**src/rtl/bt656_pkg.sv**
```systemverilog
// Shared definitions for the BT656 byte-stream sequencer: FSM states, sync
// words, XY flag positions and the default active line length.
package bt656_pkg;

    typedef enum logic [2:0] {
        SEARCH,
        SYNC1,
        SYNC2,
        SYNC3,
        BLANK,
        ACTIVE
    } state_t;

    localparam logic [7:0] SYNC_FF = 8'hFF;
    localparam logic [7:0] SYNC_00 = 8'h00;

    localparam int XY_F = 6;
    localparam int XY_V = 5;
    localparam int XY_H = 4;

    localparam int H_ACTIVE_DEF = 720;

    // One spare bit so the pixel counter can sit at H_ACTIVE without wrapping.
    localparam int X_W = 11;

endpackage

```
**src/rtl/bt656_vld_delay.sv**
```systemverilog
// Fixed-latency alignment pipe for the pixel strobe and its sideband; a
// depth of zero degenerates to a plain wire.
module bt656_vld_delay #(
    parameter int W     = 1,
    parameter int DEPTH = 1
) (
    input  logic         clk,
    input  logic         rst,
    input  logic [W-1:0] data,
    output logic [W-1:0] delayed
);

    generate
        if (DEPTH == 0) begin : g_wire
            assign delayed = data;
        end else begin : g_pipe
            logic [W-1:0] pipe [DEPTH];

            always_ff @(posedge clk) begin
                if (rst) begin
                    for (int i = 0; i < DEPTH; i++) begin
                        pipe[i] <= '0;
                    end
                end else begin
                    pipe[0] <= data;
                    for (int i = 1; i < DEPTH; i++) begin
                        pipe[i] <= pipe[i-1];
                    end
                end
            end

            assign delayed = pipe[DEPTH-1];
        end
    endgenerate

endmodule

```
**src/rtl/bt656_ycbcr_seq.sv**
```systemverilog
// BT656 byte stream to YCbCr pixel sequencer feeding a colour-space converter.
// Optional BT656_FIELD_EN adds out_field and start-of-frame on both fields.
module bt656_ycbcr_seq
    import bt656_pkg::*;
#(
    parameter int CONV_LAT = 1,
    parameter int H_ACTIVE = H_ACTIVE_DEF
) (
    input  logic       clk,
    input  logic       rst,
    input  logic [7:0] in_data,
    input  logic       in_en,
    output logic [7:0] conv_y,
    output logic [7:0] conv_cb,
    output logic [7:0] conv_cr,
    output logic       out_vld,
    output logic       out_sol,
    output logic       out_sof,
    output logic [9:0] out_x,
`ifdef BT656_FIELD_EN
    output logic       out_field,
`endif
    output logic       err,
    output state_t     state
);

    // Handshake: in_data is consumed on every rising edge where in_en=1 and is
    // ignored otherwise (no back-pressure). out_vld is a single-cycle pulse
    // marking the cycle the converter's RGB (and out_sol/out_sof/out_x) is valid.

    localparam logic [X_W-1:0] X_LIM = X_W'(H_ACTIVE);

    state_t         state_nxt;
    logic           sav;
    logic           eav;
    logic           pix;

    logic [1:0]     phase;
    logic [X_W-1:0] x;
    logic [7:0]     cb_q;
    logic [7:0]     y0_q;
    logic [7:0]     cr_q;
    logic           line_act;
    logic           prev_v;
    logic           sof_pend;
    logic           field_ok;

    logic           stb;
    logic           stb_sol;
    logic           stb_sof;
    logic [9:0]     stb_x;

    logic           pix_emit;
    logic [7:0]     pix_y;
    logic [7:0]     pix_cr;

    always_ff @(posedge clk) begin
        if (rst) begin
            state <= SEARCH;
        end else begin
            state <= state_nxt;
        end
    end

    always_comb begin
        state_nxt = state;
        sav       = 1'b0;
        eav       = 1'b0;
        pix       = 1'b0;
        if (in_en) begin
            if (in_data == SYNC_FF) begin
                state_nxt = SYNC1;
            end else begin
                case (state)
                    SYNC1: state_nxt = (in_data == SYNC_00) ? SYNC2 : SEARCH;
                    SYNC2: state_nxt = (in_data == SYNC_00) ? SYNC3 : SEARCH;
                    SYNC3: begin
                        sav       = !in_data[XY_H];
                        eav       = in_data[XY_H];
                        state_nxt = (!in_data[XY_H] && !in_data[XY_V]) ? ACTIVE : BLANK;
                    end
                    ACTIVE:  pix = 1'b1;
                    default: ;
                endcase
            end
        end
    end

`ifdef BT656_FIELD_EN
    assign field_ok = 1'b1;
`else
    assign field_ok = !in_data[XY_F];
`endif

    // Cr byte emits the Y0 pixel; Y1 byte emits the Y1 pixel. Cb is shared.
    assign pix_emit = pix && phase[1];
    assign pix_y    = phase[0] ? in_data : y0_q;
    assign pix_cr   = phase[0] ? cr_q : in_data;

    always_ff @(posedge clk) begin
        if (rst) begin
            phase    <= '0;
            x        <= '0;
            cb_q     <= '0;
            y0_q     <= '0;
            cr_q     <= '0;
            line_act <= 1'b0;
            prev_v   <= 1'b0;
            sof_pend <= 1'b0;
            conv_y   <= '0;
            conv_cb  <= '0;
            conv_cr  <= '0;
            stb      <= 1'b0;
            stb_sol  <= 1'b0;
            stb_sof  <= 1'b0;
            stb_x    <= '0;
            err      <= 1'b0;
        end else begin
            stb     <= 1'b0;
            stb_sol <= 1'b0;
            stb_sof <= 1'b0;

            if (sav) begin
                prev_v   <= in_data[XY_V];
                phase    <= '0;
                x        <= '0;
                line_act <= !in_data[XY_V];
                sof_pend <= !in_data[XY_V] && prev_v && field_ok;
            end

            // A short or misaligned line drops whatever pair was in flight.
            if (eav) begin
                prev_v   <= in_data[XY_V];
                phase    <= '0;
                line_act <= 1'b0;
                sof_pend <= 1'b0;
                if (line_act && (phase != 2'd0 || x != X_LIM)) begin
                    err <= 1'b1;
                end
            end

            if (pix) begin
                phase <= phase + 2'd1;
                case (phase)
                    2'd0:    cb_q <= in_data;
                    2'd1:    y0_q <= in_data;
                    2'd2:    cr_q <= in_data;
                    default: ;
                endcase
                if (pix_emit) begin
                    if (x < X_LIM) begin
                        conv_y   <= pix_y;
                        conv_cb  <= cb_q;
                        conv_cr  <= pix_cr;
                        stb      <= 1'b1;
                        stb_sol  <= (x == '0);
                        stb_sof  <= sof_pend;
                        sof_pend <= 1'b0;
                        stb_x    <= x[9:0];
                        x        <= x + 1'b1;
                    end else begin
                        err <= 1'b1;
                    end
                end
            end
        end
    end

`ifdef BT656_FIELD_EN
    localparam int PW = 14;
    logic f_lat;

    always_ff @(posedge clk) begin
        if (rst) begin
            f_lat <= 1'b0;
        end else if (sav) begin
            f_lat <= in_data[XY_F];
        end
    end

    logic [PW-1:0] pay;
    logic [PW-1:0] pay_q;
    assign pay = {stb, stb_sol, stb_sof, stb_x, f_lat};
    assign {out_vld, out_sol, out_sof, out_x, out_field} = pay_q;
`else
    localparam int PW = 13;
    logic [PW-1:0] pay;
    logic [PW-1:0] pay_q;
    assign pay = {stb, stb_sol, stb_sof, stb_x};
    assign {out_vld, out_sol, out_sof, out_x} = pay_q;
`endif

    bt656_vld_delay #(
        .W     (PW),
        .DEPTH (CONV_LAT)
    ) u_vld_delay (
        .clk     (clk),
        .rst     (rst),
        .data    (pay),
        .delayed (pay_q)
    );

endmodule

```
**config.mk**
```make
export PLATFORM = sky130hd
export DESIGN_NAME = bt656_ycbcr_seq
export DESIGN_NICKNAME = d
export VERILOG_FILES = /design/src/rtl/bt656_pkg.sv /design/src/rtl/bt656_vld_delay.sv /design/src/rtl/bt656_ycbcr_seq.sv
export SDC_FILE = /design/constraint.sdc
export NUM_CORES = 1
export LEC_CHECK = 0
export BUFFER_PORTS_ARGS = -buffer_cell sky130_fd_sc_hd__buf_2
export CORE_ASPECT_RATIO = 1.5
export CORE_MARGIN = 1
export CORE_UTILIZATION = 45
export CTS_CLUSTER_SIZE = 24
export DETAILED_ROUTE_END_ITERATION = 12
export PLACE_DENSITY_LB_ADDON = 0.05
export SYNTH_ARGS = -nofsm -noshare
export SYNTH_HDL_FRONTEND = slang
export SYNTH_SLANG_ARGS = --single-unit
```
**constraint.sdc**
```tcl
create_clock -name clk -period 1.54 [get_ports clk]
set_input_delay 0.231 -clock clk [delete_from_list [all_inputs] [get_ports clk]]
set_output_delay 0.231 -clock clk [all_outputs]
set_load 0.02 [all_outputs]
```
# Word level (Yosys, flattened, before mapping)
# Memory sizes are Yosys's and may differ from the RTL's.
# Cells that the tools add are included.
[classes] addsub=2 mul=0 div=0 n_lt_le_gt_ge=1 n_eq_ne=8 n_shift=0 muxes=41 n_bitwise=3 n_reduce_logical=25
[ops] cell="$mux 11" count=4
[ops] cell="$mux 1" count=27
[ops] cell="$mux 8" count=2
[ops] cell="$mux 13" count=1
[ops] cell="$reduce_or 13->1" count=1
[ops] cell="$add 11x1->11 const B" count=1
[ops] cell="$logic_not 11->1" count=1
[ops] cell="$lt 11x10->1 const B" count=1
[ops] cell="$ne 11x10->1 const B" count=1
[ops] cell="$mux 2" count=5
[ops] cell="$pmux 3 s3" count=1
[ops] cell="$eq 8x8->1 const B" count=1
[ops] cell="$logic_not 8->1" count=1
[ops] cell="$reduce_and 2->1" count=4
[ops] cell="$eq 3x2->1 const B" count=2
[ops] cell="$logic_and 1x1->1" count=5
[ops] cell="$reduce_bool 2->1" count=2
[ops] cell="$reduce_bool 4->1" count=1
[ops] cell="$reduce_or 4->1" count=1
[ops] cell="$eq 3x1->1 const B" count=1
[ops] cell="$eq 3x3->1 const B" count=1
[ops] cell="$logic_not 1->1" count=3
[ops] cell="$mux 3" count=1
[ops] cell="$not 1->1" count=3
[ops] cell="9 further kinds" count=9
[word_totals] register_bits=81 latchBits=0 ramBits=13 romBits=0 output_inout_bits=41 wordCells=98 memories=1
[memory_table] name="u_vld_delay.g_pipe.pipe" depth=1 width=13 rd=1 rd_ports_with_merged_regs=0 write_ports=1 line_no="bt656_vld_delay.sv:17" source="logic [W-1:0] pipe [DEPTH];"

# Depth between registers and ports, before layout
[depth] depth_word=9 depth_mapped=8 mapped_depth_nobuf=6

# Modules after synthesis
# Synthesis repeated with hierarchy kept, for this count alone.
[unflattened] hier_cells=423 hier_area_um2=4040.1
[modules_own_cells] mod="bt656_ycbcr_seq" n_inst=1 cells_each=396 area_each_um2=3644.7 seq_area_each_um2=1621.6
[modules_own_cells] mod="bt656_vld_delay" n_inst=1 cells_each=27 area_each_um2=395.4 seq_area_each_um2=260.2

# Least setup slack after synthesis
# OpenSTA, ideal clock, no wires.
[synth_path] path_kind="reg2reg" from="register state[2]" to="register x[3]" t_arrival_ns=1.745 required_time_ns=1.466 path_slack_ns=-0.280 stages_incl_launch_ff=8 n_path_buf=3 synth_period_minus_slack_ns=1.820 path_cell_list="dfxtp_1 -> buf_4 -> nor2b_1 -> buf_4 -> o2111ai_4 -> buf_6 -> or4_1 -> a31oi_1"
[synth_via] elab_chain_len=8
[synth_rtl] element="start, declared" line_no="bt656_ycbcr_seq.sv:24" source="output state_t state"
[synth_rtl] element="start signal, assigned" line_no="bt656_ycbcr_seq.sv:61" source="state <= state_nxt;"
[synth_rtl] element="$eq 3x2->1" line_no="bt656_ycbcr_seq.sv:74" source="case (state)"
[synth_rtl] element="$mux 1" line_no="bt656_ycbcr_seq.sv:74"
[synth_rtl] element="$mux 1" line_no="bt656_ycbcr_seq.sv:71" source="if (in_data == SYNC_FF) begin"
[synth_rtl] element="$mux 1" line_no="bt656_ycbcr_seq.sv:70" source="if (in_en) begin"
[synth_rtl] element="$mux 11" line_no="bt656_ycbcr_seq.sv:123" source="if (sav) begin"
[synth_rtl] element="$mux 11" line_no="bt656_ycbcr_seq.sv:151" source="if (x < X_LIM) begin"
[synth_rtl] element="$mux 11" line_no="bt656_ycbcr_seq.sv:150" source="if (pix_emit) begin"
[synth_rtl] element="$mux 11 *" line_no="bt656_ycbcr_seq.sv:142" source="if (pix) begin"
[synth_rtl] element="end signal, assigned" line_no="bt656_ycbcr_seq.sv:160" source="x <= x + 1'b1;"
[synth_rtl] element="end, declared" line_no="bt656_ycbcr_seq.sv:39" source="logic [X_W-1:0] x;"
# Mark *: on every way between the ends. The rest lies on a longest branch, timed or not.
# A chain may end at the register's enable or synchronous reset.

# Worst setup path in the final report
[layout_path] from="register x[4]" to="register stb_sof"
[layout_via] elab_chain_len=3
[layout_rtl] element="$lt 11x10->1" line_no="bt656_ycbcr_seq.sv:151"
[layout_rtl] element="$not 1->1 (no source line)"
[layout_rtl] element="$reduce_or 4->1 (no source line)"
[layout_rtl] element="end signal, assigned" line_no="bt656_ycbcr_seq.sv:157" source="stb_sof <= sof_pend;"
[layout_rtl] element="end, declared" line_no="bt656_ycbcr_seq.sv:50" source="logic stb_sof;"
# No other way between the ends.

==> results.toml <==
[clock_network]
cts_root_buf = "clkbuf_16"
cts_num_sinks = 94
clk_latency_ns = 0.35
tritoncts = "built"
cts_buffer_depth = 2
cts_buffers = 9
postCtsHoldBufs = 0
clk_pin_slew_worst_paths_ns = 0.07
cts_htree_levels = 3

[final_layout]
antenna_cells = 0
final_common_cell = "dfxtp_1"
finalInstanceArea_um2 = 5670
final_layout_size_suffix_gt1_frac = 0.390
layout_common_cells = "88 x dfxtp_1, 62 x buf_4, 51 x buf_2, 42 x mux2i_1"
fin_nets = 552
area_delta_synth_final_pct = 40.1
fin_cells = 651

[yosys]
synth.distinct_cells = 49
synth-edff-count = 0
synth_area_leaders = "dfxtp_1 47%, mux2i_1 11%, a21oi_1 5.3%, a211oi_1 3.3%, nor2_1 3.2%"
syn_inst = 429
synth_seq_cells = 94
synth_area_leader_cell = "dfxtp_1"
synth_top_area_frac = 0.465
syn-cell-area_um2 = 4050
ys_async_sr_fraction = 0
yosysSeqAreaShare = 0.465
synth-main-ff-cell = "dfxtp_1"
syn_area_per_cell_um2 = 9.43
synth-warning-count = 0
synth_nets = 445

[placed_design]
place.gp.congestion = 0.883
dpl.hpwl_mm = 7.26
place_inst = 608
io_buffers = 51
place_area_um2 = 4800

[status]
violations = "setup timing"
outcome = "finished, violations left"

[power_and_ir_drop]
irDropWorstVdd_mv = 1.05
pwr_density_cell_nw_per_um2 = 843
fin_total_pwr_mw = 4.78
power_leakage_nw = 2.39

[timing]
rsz0062_at_grt = "true"
period_needed_ns = 1.65
hold_viol_final = 0
fin_skew_ns = 0.00709
timing.hold.ws_ns = 0.211
finalSetupViolations = 29
worstMarginPinSlew_ns = 0.413
relSlewSlack = 0.724
fmaxAchievable_mhz = 605
drv_slew = 0
finalCritPeriodShare = 1.07
fin_ws_ns = -0.114

[hold_path]
min_path_type = "input pin to register"

[detailed_routing]
vias = 3700
drt-initial-drc-count = 234
drc_errors = 0
wire_per_inst_um = 17.8
drt-total-wl_mm = 11.6
vias_per_cell = 5.68
firstDrtPassIters = 5
ant_nets = 0

[global_route]
grt_max_degree = 52
gr-total-overflow = 0
grt_pass1_vias = 3327
globalRouteTotalUtil = 0.236
grt_pass1_wl_mm = 16.9
antenna_found_initial = 0

[die]
dieArea_um2 = 9380
io_pins = 52
start_util = 0.461
fp.dieH_um = 118
core.rowCount = 42
core_um2 = 8780
die_w_um = 79.4

[setup_path]
worstPathRequired_ns = 1.83
critPathKind = "register to register"
crit_arrival_ns = 1.94
start_kind = "register"
endpoint_kind = "register"
cp_max_fo = 8

[flow_run]
maxCapViolations = 0
-- area by class of cell --
cell class                 count  area, um2
sequential                    94       1890
clock inverter                 5       32.5
timing repair buffer         140       1200
fill                         731       3110
inverter                       6       22.5
tap                          110        138
multi-input combinational    285       2140
clock buffer                  11        243
-- path summary, 6_finish.rpt --
kind                 startpoint                                   endpoint  slack (ns)  cells past startpoint
min                       in_en                      state[2]$_SDFFE_PP0P_        0.21                      3
max             x[4]$_SDFF_PP0_                         stb_sof$_SDFF_PP0_       -0.11                      7
min reg2reg  stb_sol$_SDFF_PP0_  u_vld_delay.g_pipe.pipe[0][11]$_SDFF_PP0_        0.44                      1
max reg2reg     x[4]$_SDFF_PP0_                         stb_sof$_SDFF_PP0_       -0.11                      7
-- state kept, by name (all words and copies together), names as in the netlist --
register,flops
cb_q,8
stb_x,10
stb,1
phase,2
prev_v,1
stb_sol,1
sof_pend,1
stb_sof,1
x,11
conv_cb,8
u_vld_delay.g_pipe.pipe,13
cr_q,8
conv_cr,8
y0_q,8
line_act,1
state,3
conv_y,8
err,1
-- stage by stage --
stage / setup WS [ns] / util / setup TNS [ns]
2_1_floorplan: -0.0877 / - / -1.11
3_3_place_gp: -0.0445 / 0.547 / -0.0943
3_5_place_dp: -0.0939 / 0.547 / -0.777
4_1_cts: -0.0816 / 0.592 / -0.453
5_1_grt: -0.190 / 0.646 / -3.86
6_report: -0.114 / 0.646 / -1.55
-- what timing repair did --
item	in CTS	in global routing
buffers inserted	5	14
endpoints found under the hold margin	0	0
gates resized for setup	9	62
endpoints found under the setup margin	31	44
gates cloned	2	9
pin swaps	8	24
-- synth_stat cells (3+ instances only) --
cell and count:
o2111ai_2 3, nor2_1 34, and3_1 9, nand4_1 9, and2_1 4, nand2_1 5, nor3_1 4, ha_1 5
nand3_1 23, o211ai_1 6, a211oi_1 18, o21ai_0 21, dfxtp_1 94, mux2i_1 43, clkbuf_1 22, inv_1 6
buf_1 3, a21oi_1 43, nor2b_1 15, or4_1 3, and4_1 3, a31oi_1 7, buf_2 14
-- power breakdown --
group          total, mW  internal [mW]  switching, mW
combinational      0.233         0.0823          0.150
sequential          2.43           2.43        0.00218
clock               2.11           1.14          0.971
-- per-layer routing --
layer,GRT usage,vias to the layer above,wire length [um]
met3,0.0295,20,317
met1,0.279,1812,4660
li1,-,1782,-
met2,0.407,86,6250
met5,0,-,0
met4,0.125,0,361
-- critical path, stage by stage, from the launching register on --
cell      delay, ns
dfxtp_2        0.32
o211ai_1       0.32
a21oi_2        0.13
buf_6          0.15
buf_4          0.13
nor2_4         0.18
buf_8          0.18
and3_1         0.17
-- cell families after synthesis --
kind of cell,count (synthesis),synth area share
AO/OA/AOI/OAI,115,0.187
adder cells (fa/ha/maj),5,0.0155
buffers and inverters,51,0.0578
flip-flops,94,0.465
multiplexers,43,0.106
AND/OR/NAND/NOR,121,0.168
(Power assumes the default switching activity.)
